$ cat src/rtl/alu_exec_unit_pkg.sv
// Shared definitions for the ALU control decoder and the execution unit:
// op codes on alu_sel and the execution FSM state encoding.
package alu_defs;

  localparam logic [3:0] ALU_AND  = 4'd0;
  localparam logic [3:0] ALU_OR   = 4'd1;
  localparam logic [3:0] ALU_ADD  = 4'd2;
  localparam logic [3:0] ALU_MULT = 4'd3;
  localparam logic [3:0] ALU_DIV  = 4'd4;
  localparam logic [3:0] ALU_LUI  = 4'd5;
  localparam logic [3:0] ALU_SUB  = 4'd6;
  localparam logic [3:0] ALU_SLT  = 4'd7;
  localparam logic [3:0] ALU_NOP  = 4'd8;

  typedef enum logic [1:0] {
    ST_IDLE   = 2'd0,
    ST_MUL    = 2'd1,
    ST_DIV    = 2'd2,
    ST_FINISH = 2'd3
  } state_t;

endpackage

$ cat src/rtl/alu_exec_unit_muldiv_iter.sv
// Iterative unsigned datapath: shift-add multiply or restoring divide,
// one step per cycle while i_step is high. For divide, o_hi holds the
// remainder and o_lo the quotient; for multiply {o_hi, o_lo} is the product.
module muldiv_iter #(
  parameter int WIDTH = 32,
  parameter int ITER  = 32,
  parameter int CW    = $clog2(ITER)
) (
  input  logic             clk,
  input  logic             rst,
  input  logic             i_load,
  input  logic             i_is_div,
  input  logic             i_step,
  input  logic [WIDTH-1:0] i_a,
  input  logic [WIDTH-1:0] i_b,
  output logic             o_last,
  output logic [WIDTH-1:0] o_hi,
  output logic [WIDTH-1:0] o_lo
);

  logic [2*WIDTH-1:0] r_acc;    // product, or {remainder, dividend/quotient}
  logic [2*WIDTH-1:0] r_mcand;  // multiplicand, shifted left each step
  logic [WIDTH-1:0]   r_opb;    // multiplier (shifted right) or divisor (held)
  logic               r_is_div;
  logic [CW-1:0]      r_cnt;

  logic [2*WIDTH-1:0] w_mul_acc;
  logic [WIDTH:0]     w_shift;
  logic [WIDTH:0]     w_diff;
  logic [2*WIDTH-1:0] w_div_acc;

  // One multiply step and one restoring-divide step, computed side by side.
  always_comb begin
    w_mul_acc = r_acc;
    if (r_opb[0]) begin
      w_mul_acc = r_acc + r_mcand;
    end else begin
      w_mul_acc = r_acc;
    end
    // Bring the next dividend bit into the partial remainder and trial-subtract.
    w_shift = {r_acc[2*WIDTH-1:WIDTH], r_acc[WIDTH-1]};
    w_diff  = w_shift - {1'b0, r_opb};
    if (w_diff[WIDTH]) begin
      w_div_acc = {w_shift[WIDTH-1:0], r_acc[WIDTH-2:0], 1'b0};
    end else begin
      w_div_acc = {w_diff[WIDTH-1:0], r_acc[WIDTH-2:0], 1'b1};
    end
  end

  // Operand load and per-cycle iteration with step counter.
  always_ff @(posedge clk) begin
    if (rst) begin
      r_acc    <= '0;
      r_mcand  <= '0;
      r_opb    <= '0;
      r_is_div <= 1'b0;
      r_cnt    <= '0;
    end else if (i_load) begin
      r_acc    <= i_is_div ? {{WIDTH{1'b0}}, i_a} : '0;
      r_mcand  <= {{WIDTH{1'b0}}, i_a};
      r_opb    <= i_b;
      r_is_div <= i_is_div;
      r_cnt    <= '0;
    end else if (i_step) begin
      r_cnt <= r_cnt + CW'(1);
      if (r_is_div) begin
        r_acc <= w_div_acc;
      end else begin
        r_acc   <= w_mul_acc;
        r_mcand <= r_mcand << 1;
        r_opb   <= r_opb >> 1;
      end
    end else begin
      r_cnt <= r_cnt;
    end
  end

  assign o_last = (r_cnt == CW'(ITER - 1));
  assign o_hi   = r_acc[2*WIDTH-1:WIDTH];
  assign o_lo   = r_acc[WIDTH-1:0];

endmodule

$ cat src/rtl/alu_exec_unit.sv
// ALU execution stage: single-cycle logic/arithmetic ops, plus signed
// MULT/DIV run iteratively into HI/LO behind a start/busy/done handshake.
module alu_exec_unit
  import alu_defs::*;
#(
  parameter int WIDTH = 32,
  parameter int ITER  = 32
) (
  input  logic             clk,
  input  logic             rst,
  input  logic             start,
  input  logic [3:0]       alu_sel,
  input  logic [WIDTH-1:0] a,
  input  logic [WIDTH-1:0] b,
  output logic [WIDTH-1:0] result,
  output logic             zero,
  output logic [WIDTH-1:0] hi,
  output logic [WIDTH-1:0] lo,
  output logic             busy,
  output logic             done,
  output logic             div_by_zero
);

  state_t r_state, w_next;

  logic [WIDTH-1:0] r_result, r_hi, r_lo, r_a_raw;
  logic             r_zero, r_busy, r_done, r_div_by_zero;
  logic             r_is_div, r_sign_q, r_sign_r, r_dbz;

  logic               w_accept, w_is_mul, w_is_div, w_b_zero, w_md_load, w_md_step, w_md_last;
  logic [WIDTH-1:0]   w_abs_a, w_abs_b, w_single, w_md_hi, w_md_lo, w_fin_hi, w_fin_lo;
  logic [2*WIDTH-1:0] w_prod;

  // start is only honoured while idle, i.e. when busy is low.
  assign w_accept  = start & (r_state == ST_IDLE);
  assign w_is_mul  = (alu_sel == ALU_MULT);
  assign w_is_div  = (alu_sel == ALU_DIV);
  assign w_b_zero  = (b == '0);
  assign w_abs_a   = a[WIDTH-1] ? -a : a;
  assign w_abs_b   = b[WIDTH-1] ? -b : b;
  assign w_md_load = w_accept & (w_is_mul | (w_is_div & ~w_b_zero));
  assign w_md_step = (r_state == ST_MUL) | (r_state == ST_DIV);

  muldiv_iter #(.WIDTH(WIDTH), .ITER(ITER)) u_muldiv (
    .clk      (clk),
    .rst      (rst),
    .i_load   (w_md_load),
    .i_is_div (w_is_div),
    .i_step   (w_md_step),
    .i_a      (w_abs_a),
    .i_b      (w_abs_b),
    .o_last   (w_md_last),
    .o_hi     (w_md_hi),
    .o_lo     (w_md_lo)
  );

  // Single-cycle op results; unmapped codes (and MULT/DIV here) give 0.
  always_comb begin
    w_single = '0;
    case (alu_sel)
      ALU_AND: w_single = a & b;
      ALU_OR:  w_single = a | b;
      ALU_ADD: w_single = a + b;
      ALU_SUB: w_single = a - b;
      ALU_LUI: w_single = b << 16;
      ALU_SLT: w_single = {{(WIDTH-1){1'b0}}, ($signed(a) < $signed(b))};
      default: w_single = '0;
    endcase
  end

  // Apply operand signs to the unsigned iteration result, or the b==0 fallback.
  always_comb begin
    w_prod   = {w_md_hi, w_md_lo};
    w_fin_hi = w_md_hi;
    w_fin_lo = w_md_lo;
    if (r_dbz) begin
      w_fin_hi = r_a_raw;
      w_fin_lo = '1;
    end else if (r_is_div) begin
      // Quotient truncates toward zero; remainder takes the dividend's sign.
      w_fin_lo = r_sign_q ? -w_md_lo : w_md_lo;
      w_fin_hi = r_sign_r ? -w_md_hi : w_md_hi;
    end else begin
      w_prod   = r_sign_q ? -{w_md_hi, w_md_lo} : {w_md_hi, w_md_lo};
      w_fin_hi = w_prod[2*WIDTH-1:WIDTH];
      w_fin_lo = w_prod[WIDTH-1:0];
    end
  end

  // Next-state logic for the multi-cycle sequencer.
  always_comb begin
    w_next = r_state;
    case (r_state)
      ST_IDLE: begin
        if (w_accept && w_is_mul) begin
          w_next = ST_MUL;
        end else if (w_accept && w_is_div) begin
          w_next = w_b_zero ? ST_FINISH : ST_DIV;
        end else begin
          w_next = ST_IDLE;
        end
      end
      ST_MUL, ST_DIV: begin
        if (w_md_last) begin
          w_next = ST_FINISH;
        end else begin
          w_next = r_state;
        end
      end
      ST_FINISH: w_next = ST_IDLE;
      default:   w_next = ST_IDLE;
    endcase
  end

  // State register.
  always_ff @(posedge clk) begin
    if (rst) begin
      r_state <= ST_IDLE;
    end else begin
      r_state <= w_next;
    end
  end

  // Operand capture, single-cycle results and MULT/DIV write-back.
  always_ff @(posedge clk) begin
    if (rst) begin
      r_result      <= '0;
      r_zero        <= 1'b0;
      r_hi          <= '0;
      r_lo          <= '0;
      r_a_raw       <= '0;
      r_busy        <= 1'b0;
      r_done        <= 1'b0;
      r_div_by_zero <= 1'b0;
      r_is_div      <= 1'b0;
      r_sign_q      <= 1'b0;
      r_sign_r      <= 1'b0;
      r_dbz         <= 1'b0;
    end else begin
      r_done <= 1'b0;
      r_busy <= (w_next != ST_IDLE);
      if (w_accept) begin
        r_is_div      <= w_is_div;
        r_sign_q      <= a[WIDTH-1] ^ b[WIDTH-1];
        r_sign_r      <= a[WIDTH-1];
        r_a_raw       <= a;
        r_dbz         <= w_is_div & w_b_zero;
        r_div_by_zero <= 1'b0;
        if (!w_is_mul && !w_is_div) begin
          r_result <= w_single;
          r_zero   <= (w_single == '0);
          r_done   <= 1'b1;
        end else begin
          r_result <= r_result;
        end
      end else if (r_state == ST_FINISH) begin
        r_hi          <= w_fin_hi;
        r_lo          <= w_fin_lo;
        r_result      <= w_fin_lo;
        r_zero        <= (w_fin_lo == '0);
        r_div_by_zero <= r_dbz;
        r_done        <= 1'b1;
      end else begin
        r_result <= r_result;
      end
    end
  end

  assign result      = r_result;
  assign zero        = r_zero;
  assign hi          = r_hi;
  assign lo          = r_lo;
  assign busy        = r_busy;
  assign done        = r_done;
  assign div_by_zero = r_div_by_zero;

endmodule

$ cat config.mk
export PLATFORM = sky130hd
export DESIGN_NAME = alu_exec_unit
export DESIGN_NICKNAME = d
export VERILOG_FILES = /design/src/rtl/alu_exec_unit_pkg.sv /design/src/rtl/alu_exec_unit_muldiv_iter.sv /design/src/rtl/alu_exec_unit.sv
export SDC_FILE = /design/constraint.sdc
export NUM_CORES = 1
export LEC_CHECK = 0
export ABC_CLOCK_PERIOD_IN_PS = 4800
export BUFFER_PORTS_ARGS = -buffer_cell sky130_fd_sc_hd__buf_2
export CAP_MARGIN = 20
export CORE_MARGIN = 2
export CORE_UTILIZATION = 35
export CTS_CLUSTER_SIZE = 25
export DETAILED_ROUTE_END_ITERATION = 12
export GPL_ROUTABILITY_DRIVEN = 0
export PLACE_DENSITY_LB_ADDON = 0.12
export SLEW_MARGIN = 20
export SYNTH_ARGS = -nofsm -noshare
export SYNTH_HDL_FRONTEND = slang
export SYNTH_SLANG_ARGS = --single-unit
$ cat constraint.sdc
create_clock -name clk -period 4.8 [get_ports clk]
set_input_delay 0.24 -clock clk [delete_from_list [all_inputs] [get_ports clk]]
set_output_delay 0.24 -clock clk [all_outputs]
set_load 0.05 [all_outputs]
-- Word-level counts from Yosys, hierarchy flattened
Index checks and enable logic that the tools add are counted.
- add/subtract/negate cells: 10
- $lt $le $gt $ge: 1
- equal/unequal tests: 13
- mux-type cells: 36
- bitwise operators: 12
- reductions and logical operators: 22
- operators by type and width (cell ; number):
    $mux 32 ; 18
    $mux 64 ; 6
    $pmux 32 s6 ; 1
    $neg 32->32 ; 4
    $logic_not 32->1 ; 3
    $add 64x64->64 ; 1
    $neg 64->64 ; 1
    $sub 33x32->33 ; 1
    $add 32x32->32 ; 1
    $and 32x32->32 ; 1
    $lt 32x32->1 ; 1
    $or 32x32->32 ; 1
    $sub 32x32->32 ; 1
    $eq 4x3->1 const B ; 4
    $reduce_and 2->1 ; 5
    $eq 4x2->1 const B ; 2
    $mux 1 ; 7
    $mux 2 ; 3
    $pmux 2 s3 ; 1
    $reduce_bool 2->1 ; 3
    $reduce_or 2->1 ; 3
    $add 5x1->5 const B ; 1
    $eq 5x5->1 const B ; 1
    $and 1x1->1 ; 4
    12 further kinds ; 20
- register bits after elaboration: 304
- input port bits: 71
- output and inout port bits: 100
- word-level logic and storage cells: 113

-- Depth between registers and ports, before layout
Gate-level depths: netlist (run 1).
- word-level depth: 7
- mapped depth: 16
- mapped depth without buffers: 15

-- Hierarchy
Synthesis (run 1) repeated with hierarchy kept, for this count alone.
- cells, all modules: 3768
- area, all modules: 26709.4 sq um
- by module, submodules not included (module ; instances ; cells an instance ; area an instance (sq um) ; sequential area each (sq um)):
    alu_exec_unit ; 1 ; 1979 ; 13877.1 ; 2742.6
    muldiv_iter ; 1 ; 1789 ; 12832.3 ; 3323.2

-- Worst setup path after synthesis (run 1)
Ideal clock, no wire load.
- path kind: register to register
- start point: register u_muldiv.r_acc[31]
- end point: register u_muldiv.r_acc[40]
- setup time: 0.127 ns
- arrival: 3.375 ns
- data required time: 4.673 ns
- slack: 1.298 ns
- stages on the path, launching flop included: 16
- path buffers: 1
- period minus slack after synthesis: 3.502 ns
- cells stage by stage: dfxtp_1 > inv_1 > ha_1 > inv_1 > fa_1 > a211oi_1 > o21ai_0 > o311a_1 > o211ai_1 > and3_1 > o21ai_0 > xor2_1 > clkbuf_1 > a211oi_1 > a21oi_1 > o21ai_0
- cells in the longest elaborated chain, start to end: 5
- elaborated cells between the ends (all ways): 7
- classes of those cells: add/sub (2); mux (5)
- ends and longest elaborated chain (item ; RTL line ; source):
    start: declaration ; alu_exec_unit_muldiv_iter.sv:21 ; logic [2*WIDTH-1:0] r_acc;
    start signal: assignment ; alu_exec_unit_muldiv_iter.sv:59 ; r_acc <= i_is_div ? {{WIDTH{1'b0}}, i_a} : '0;
    start signal: assignment ; alu_exec_unit_muldiv_iter.sv:67 ; r_acc <= w_div_acc;
    start signal: assignment ; alu_exec_unit_muldiv_iter.sv:69 ; r_acc <= w_mul_acc;
    $add 64x64->64 / $sub 33x32->33 (equally long branches) ; alu_exec_unit_muldiv_iter.sv:36, alu_exec_unit_muldiv_iter.sv:42 ;
    $mux 64, on equally long branches ; alu_exec_unit_muldiv_iter.sv:35, alu_exec_unit_muldiv_iter.sv:43 ;
    $mux 64 * ; alu_exec_unit_muldiv_iter.sv:66 ; if (r_is_div) begin
    $mux 64 * ; alu_exec_unit_muldiv_iter.sv:64 ; end else if (i_step) begin
    $mux 64 * ; alu_exec_unit_muldiv_iter.sv:58 ; end else if (i_load) begin
Every way passes the cells marked *; elsewhere a longest branch is shown, timed or not. The select of a mux whose other input is x is not followed.
A chain may end at the register's enable or synchronous reset.

-- Worst setup path after layout (run 1)
- start point: input a[5]
- end point: register r_zero, in the netlist zero
- cells in the longest elaborated chain, start to end: 5
- elaborated cells between the ends (all ways): 9
- classes of those cells: add/sub (2); order compare (1); mux (3); bitwise (2); reduce/logical (1)
- ends and longest elaborated chain (item ; RTL line ; source):
    start: declaration ; alu_exec_unit.sv:13 ; input logic [WIDTH-1:0] a,
    $sub 32x32->32 (tied with other cells) ; alu_exec_unit.sv:64 ; ALU_SUB: w_single = a - b;
    $pmux 32 s6 * ; alu_exec_unit.sv:60 ; case (alu_sel)
    $logic_not 32->1 * ; alu_exec_unit.sv:151 ; r_zero <= (w_single == '0);
    $mux 1 * ; alu_exec_unit.sv:149 ; if (!w_is_mul && !w_is_div) begin
    $mux 1 * ; alu_exec_unit.sv:142 ; if (w_accept) begin
    end signal: assignment ; alu_exec_unit.sv:151 ;
    end signal: assignment ; alu_exec_unit.sv:160 ; r_zero <= (w_fin_lo == '0);
    end: declaration ; alu_exec_unit.sv:27 ; logic r_zero, r_busy, r_done, r_div_by_zero;
Marked as above.

==> results.sh, run 1 <==
export IMPL_num_io_pins=171
export IMPL_r2r_cells=13
export IMPL_synth_area_leaders="dfxtp_1 (23%), ha_1 (9.8%), nand2_1 (7.9%), a21oi_1 (6.1%), nor2_1 (5.7%)"
export IMPL_antenna_violations_before_repair=3
export IMPL_synth_seq_area_share_pct=23.0
export IMPL_synth_area_mm2=0.0264
export IMPL_syn_num_nets=3978
export IMPL_synth_avg_cell_area_um2=7.14
export IMPL_setup_viol_count_final=0
export IMPL_cp_data_arrival_time_ps=4820
export IMPL_worst_slew_pin_slew_ps=1080
export IMPL_hold_violations=0
export IMPL_post_dp_hpwl_mm=90.3
export IMPL_yosys_area_top_type="dfxtp_1"
export IMPL_fin_ws_ps=461
export IMPL_min_delay_path_class="input port to flop"
export IMPL_synth_seq_cells=303
export IMPL_clockRootBuffer="clkbuf_16"
export IMPL_worst_setup_hold_path_clk_slew_ps=60
export IMPL_timing_max_cap_violations=0
export IMPL_num_rows=100
export IMPL_worst_setup_path_start_kind="input port"
export IMPL_fin_nets=4064
export IMPL_ctsResizeCount=0
export IMPL_grt_overflow_total=0
export IMPL_first_global_vias=26400
export IMPL_synth_cells=3696
export IMPL_worstPathRequired_ps=5280
export IMPL_run_status="finished, final reports clean"
export IMPL_vdd_ir_drop_worst_uv=210
export IMPL_static_leakage_power_nw=11.9
export IMPL_detailedPlace_worstSlack_ps=335
export IMPL_yosys_area_top_type_share_pct=23.0
export IMPL_gr_usage_all_layers_pct=28.8
export IMPL_min_period_ps=4340
export IMPL_power_mw=8.10
export IMPL_cts_hold_repair_buffers=5
export IMPL_worstSkewPairLatency_ps=580
export IMPL_numClockSinks=303
export IMPL_synthArstFlopShare_pct=0
export IMPL_post_route_cells_drive_above_1_share_pct=10.5
export IMPL_core_area_mm2=0.0746
export IMPL_die_height_um=279
export IMPL_port_buffers=170
export IMPL_clock_skew_ps=30.9
export IMPL_grt_first_pass_wirelength_mm=172
export IMPL_drt_pass1_iter_count=6
export IMPL_detail_route_drc_violations=0
export IMPL_min_path_cells=3
export IMPL_power_density_mw_per_mm2=271
export IMPL_fmax_ghz=0.230
export IMPL_cp_max_fo=7
export IMPL_critical_path_class="input port to flop"
export IMPL_most_common_layout_cells="nand2_1 (554), nor2_1 (396), a21oi_1 (322)"
export IMPL_route_detailed_vias_per_inst=5.96
export IMPL_final_antenna_net_count=0
export IMPL_synth_cell_types=91
export IMPL_clock_path_buffers=3
export IMPL_ys_dominant_reg_cell="dfxtp_1"
export IMPL_cts_setup_buffers=0
export IMPL_pin_count_of_the_biggest_net_entering_global_routing=150
export IMPL_relative_slew_margins_pct=27.7
export IMPL_rsz_0062_raised_after_global_routing="false"
export IMPL_fin_hold_ws_ps=20.1
export IMPL_initial_core_util_pct=35.4
export IMPL_synth_edf_count=0
export IMPL_wire_per_inst_um=24.3
export IMPL_end_kind="flop"
export IMPL_cts_tree="done"
export IMPL_slew_viol_final=0
export IMPL_area_delta_synth_final_pct=13.2
export IMPL_die_span_x_um=279
export IMPL_cts_inserted_buffers=39
export IMPL_finalSetupTns_ps=0
export IMPL_layout_commonest_cell="nand2_1"
export IMPL_drt_iter0_drc=2849
export IMPL_cts_htree_levels=2
export IMPL_route_final_wire_length_mm=116
export IMPL_synth_warn=0
export IMPL_layout_worst_path_cycle_share_pct=90.4
export IMPL_die_area_mm2=0.0777
export IMPL_routed_via_count=28500
==> power breakdown <==
| part | internal [mW] | total [mW] | leakage [nW] | switching (mW) |
|---|---|---|---|---|
| clock | 1.96 | 3.24 | 0.678 | 1.28 |
| sequential | 2.59 | 2.67 | 2.46 | 0.0754 |
| combinational | 0.691 | 2.20 | 8.78 | 1.51 |
| total | 5.25 | 8.10 | 11.9 | 2.86 |
==> kinds of logic after synthesis <==
logic type / Yosys count / synth area share, %
adder cells (fa/ha/maj): 211 / 10.1
XOR/XNOR: 200 / 6.63
flip-flops: 303 / 23.0
AO/OA/AOI/OAI: 1145 / 28.9
AND/OR/NAND/NOR: 1382 / 23.5
buffers and inverters: 401 / 5.80
multiplexers: 54 / 2.11
==> state kept, by name, indices dropped and copies added, names as in the netlist <==
name               flops
hi                    32
div_by_zero            1
done                   1
zero                   1
r_is_div               1
u_muldiv.r_acc        64
u_muldiv.r_opb        32
r_state                2
lo                    32
result                32
r_a_raw               32
u_muldiv.r_is_div      1
r_dbz                  1
u_muldiv.r_cnt         5
busy                   1
r_sign_q               1
u_muldiv.r_mcand      64
==> per-stage QoR <==
stage | std cells | utilization [%] | area, um^2
after floorplan | 3696 | - | 26400
after global placement | 4705 | 38.2 | 28500
after detailed placement | 4705 | 38.2 | 28500
after CTS | 4779 | 40.1 | 29900
after global routing | 4779 | 40.1 | 29900
final | 4781 | 40.1 | 29900
==> final cells by class <==
| class | count | area [um^2] |
|---|---|---|
| Fill cell | 8026 | 44700 |
| Multi-Input combinational cell | 2992 | 18900 |
| Sequential cell | 303 | 6070 |
| Timing Repair Buffer | 271 | 1640 |
| Tap cell | 969 | 1210 |
| Clock buffer | 54 | 1160 |
| Inverter | 175 | 657 |
| Clock inverter | 15 | 209 |
| Antenna cell | 2 | 5.00 |
==> per-layer routing <==
| metal | global-route usage [%] | vias to the layer above | part of all wire (%) |
|---|---|---|---|
| met3 | 5.39 | 230 | 8.0 |
| met1 | 40.2 | 13600 | 45 |
| met2 | 43.6 | 1160 | 42 |
| met5 | 0 | - | 0.011 |
| li1 | - | 13500 | - |
| met4 | 11.6 | 2 | 4.6 |
==> cells in the mapped netlist, types with 16 or more instances <==
master    instances
xor2_1           60
o31ai_1          53
inv_1           173
a22oi_1          25
nand2_1         556
and2_1           21
nor3_1           80
a31oi_1          32
a21oi_1         322
o211ai_1         63
nand3_1          71
nor2_1          398
mux2i_1          41
nor4_1           39
a21o_1           46
and3_1           25
nand4_1          40
o21a_1           22
o41ai_1          16
nor2b_1          22
dfxtp_1         303
nand2b_1         29
a311oi_1         83
or3_1            33
a221oi_1         33
buf_1            20
a211oi_1         68
clkbuf_1        198
xnor2_1         140
o21ai_0         201
o21bai_1         30
ha_1            207
==> worst max-delay path, stage by stage <==
cell and delay (ps):
dlygate4sd3_1 520, buf_2 180, inv_1 90, ha_1 420, or3b_1 400, a31oi_1 400
a211oi_2 130, a21boi_0 280, o221ai_1 150, a221oi_1 450, nand3_1 110, or4_1 470
a2111oi_0 540, nand4_1 230, o21ai_0 210
==> path summary, 6_finish.rpt <==
path / from / end / slack, ps
min reg2reg: result[28]$_SDFFE_PP0P_ / result[28]$_SDFFE_PP0P_ / 450
max: a[5] / zero$_SDFFE_PP0P_ / 460
max reg2reg: u_muldiv.r_acc[13]$_SDFFE_PP0P_ / u_muldiv.r_acc[60]$_SDFFE_PP0P_ / 690
min: a[21] / r_a_raw[21]$_SDFFE_PP0P_ / 20
(Power assumes the default switching activity.)
==> run 2: changes to the inputs <==
- CORE_UTILIZATION: 35 -> 45
==> run 2 against run 1 <==
Clock skew shrank 12 ps; worst hold slack lost 8.5 ps; die area fell by 22%; fmax decreased by 2.6%; total power fell by 4.5%; core utilization is 11 points higher; clock power down 9.6%; setup slack got worse by 120 ps; register-to-register slack lost 20 ps.
==> results.sh, run 2 (same netlist as run 1, synthesis figures left out) <==
export IMPL_grt_overflow_total=0
export IMPL_postPlaceCellArea_mm2=0.0280
export IMPL_post_dp_hpwl_mm=81.7
export IMPL_min_period_ps=4450
export IMPL_most_common_layout_cells="nand2_1 (554), nor2_1 (396), a21oi_1 (322)"
export IMPL_initial_core_util_pct=45.7
export IMPL_die_span_x_um=246
export IMPL_largest_registers="u_muldiv.r_acc (64), u_muldiv.r_mcand (64)"
export IMPL_cts_inserted_buffers=37
export IMPL_cts_setup_buffers=0
export IMPL_clockRootBuffer="clkbuf_16"
export IMPL_cp_max_fo=7
export IMPL_cts_tree="done"
export IMPL_final_antenna_net_count=0
export IMPL_clock_skew_ps=18.8
export IMPL_diode_insertion_count_for_antenna_repair=0
export IMPL_min_delay_path_class="input port to flop"
export IMPL_slew_viol_final=0
export IMPL_fin_hold_ws_ps=11.6
export IMPL_rsz_0062_raised_after_global_routing="false"
export IMPL_layout_worst_path_cycle_share_pct=92.8
export IMPL_numClockSinks=303
export IMPL_drt_pass1_iter_count=6
export IMPL_end_kind="flop"
export IMPL_wire_per_inst_um=23.5
export IMPL_fin_nets=4038
export IMPL_pin_count_of_the_biggest_net_entering_global_routing=97
export IMPL_num_rows=88
export IMPL_route_detailed_vias_per_inst=6.28
export IMPL_antenna_violations_before_repair=1
export IMPL_run_status="finished, final reports clean"
export IMPL_vdd_ir_drop_worst_uv=194
export IMPL_routed_via_count=28500
export IMPL_hold_violations=0
export IMPL_finish_instance_area_mm2=0.0293
export IMPL_relative_slew_margins_pct=30.8
export IMPL_cts_htree_levels=2
export IMPL_ctsResizeCount=0
export IMPL_setup_viol_count_final=0
export IMPL_worst_slew_pin_slew_ps=1030
export IMPL_critical_path_class="input port to flop"
export IMPL_num_io_pins=171
export IMPL_die_height_um=246
export IMPL_worstPathRequired_ps=5310
export IMPL_cp_data_arrival_time_ps=4960
export IMPL_static_leakage_power_nw=11.7
export IMPL_worst_setup_path_start_kind="input port"
export IMPL_route_final_wire_length_mm=107
export IMPL_worstSkewPairLatency_ps=580
export IMPL_timing_max_cap_violations=0
export IMPL_first_global_vias=26100
export IMPL_post_route_cells_drive_above_1_share_pct=9.84
export IMPL_power_density_mw_per_mm2=264
export IMPL_grt_first_pass_wirelength_mm=160
export IMPL_finalSetupTns_ps=0
export IMPL_die_area_mm2=0.0606
export IMPL_gr_usage_all_layers_pct=34.2
export IMPL_area_delta_synth_final_pct=11.0
export IMPL_fin_ws_ps=346
export IMPL_port_buffers=170
export IMPL_layout_filler_cells=5912
export IMPL_detail_route_drc_violations=0
export IMPL_layout_commonest_cell="nand2_1"
export IMPL_clock_path_buffers=3
export IMPL_detailedPlace_worstSlack_ps=500
export IMPL_drt_iter0_drc=2911
export IMPL_worst_setup_hold_path_clk_slew_ps=60
export IMPL_core_area_mm2=0.0578
export IMPL_cts_hold_repair_buffers=2
export IMPL_fmax_ghz=0.225
==> run 2: per-layer routing <==
layer  routed length, um  part of all wire, %  vias up  track usage (%)
met2               44900                   42     1425             50.7
met3               10200                  9.6      292             6.36
met4                6110                  5.7        2             17.5
met1               45600                   43    13300             46.9
met5                  12                0.011        -                0
li1                    -                    -    13500                -
==> run 2: cell type report <==
| type | instances | area (um^2) | area share (%) |
|---|---|---|---|
| tap | 765 | 957 | 3.27 |
| timing repair buffer | 247 | 1460 | 4.97 |
| sequential | 303 | 6070 | 20.7 |
| inverter | 175 | 657 | 2.24 |
| clock inverter | 15 | 169 | 0.576 |
| clock buffer | 49 | 1070 | 3.66 |
| multi-input combinational | 2992 | 18900 | 64.6 |
==> run 2: path summary, 6_finish.rpt <==
| path | end | cells after the start | startpoint | slack [ps] |
|---|---|---|---|---|
| hold / removal | r_a_raw[22]$_SDFFE_PP0P_ | 3 | a[22] | 10 |
| setup / recovery | zero$_SDFFE_PP0P_ | 16 | a[0] | 350 |
| hold reg to reg | result[11]$_SDFFE_PP0P_ | 2 | result[11]$_SDFFE_PP0P_ | 450 |
| setup reg to reg | u_muldiv.r_acc[60]$_SDFFE_PP0P_ | 12 | u_muldiv.r_acc[11]$_SDFFE_PP0P_ | 670 |
==> run 2: critical path, cell delays in order <==
cell and delay [ps]:
dlygate4sd3_1 550, buf_2 220, inv_1 120, ha_1 250, fa_1 420, nor2_1 130
o221ai_1 220, a211oi_2 400, a21boi_0 190, a221o_1 360, a221oi_1 410, nand3_1 140
or4_1 420, a2111oi_0 550, nand4_1 150, o21ai_0 170
==> run 2: report_power, final <==
group | switching [mW] | total, mW | leakage [nW] | internal, mW
Sequential | 0.0716 | 2.66 | 2.46 | 2.59
Clock | 1.20 | 2.93 | 0.608 | 1.74
Combinational | 1.46 | 2.14 | 8.66 | 0.685
==> run 2: metrics by stage <==
stage                     total power [mW]  std cells  util, %
after floorplan                       4.08       3696        -
after global routing                  8.02       4546     50.7
after detailed placement              4.78       4480     48.5
after CTS                             7.71       4546     50.7
after global placement                4.79       4480     48.5
final                                 7.74       4546     50.7
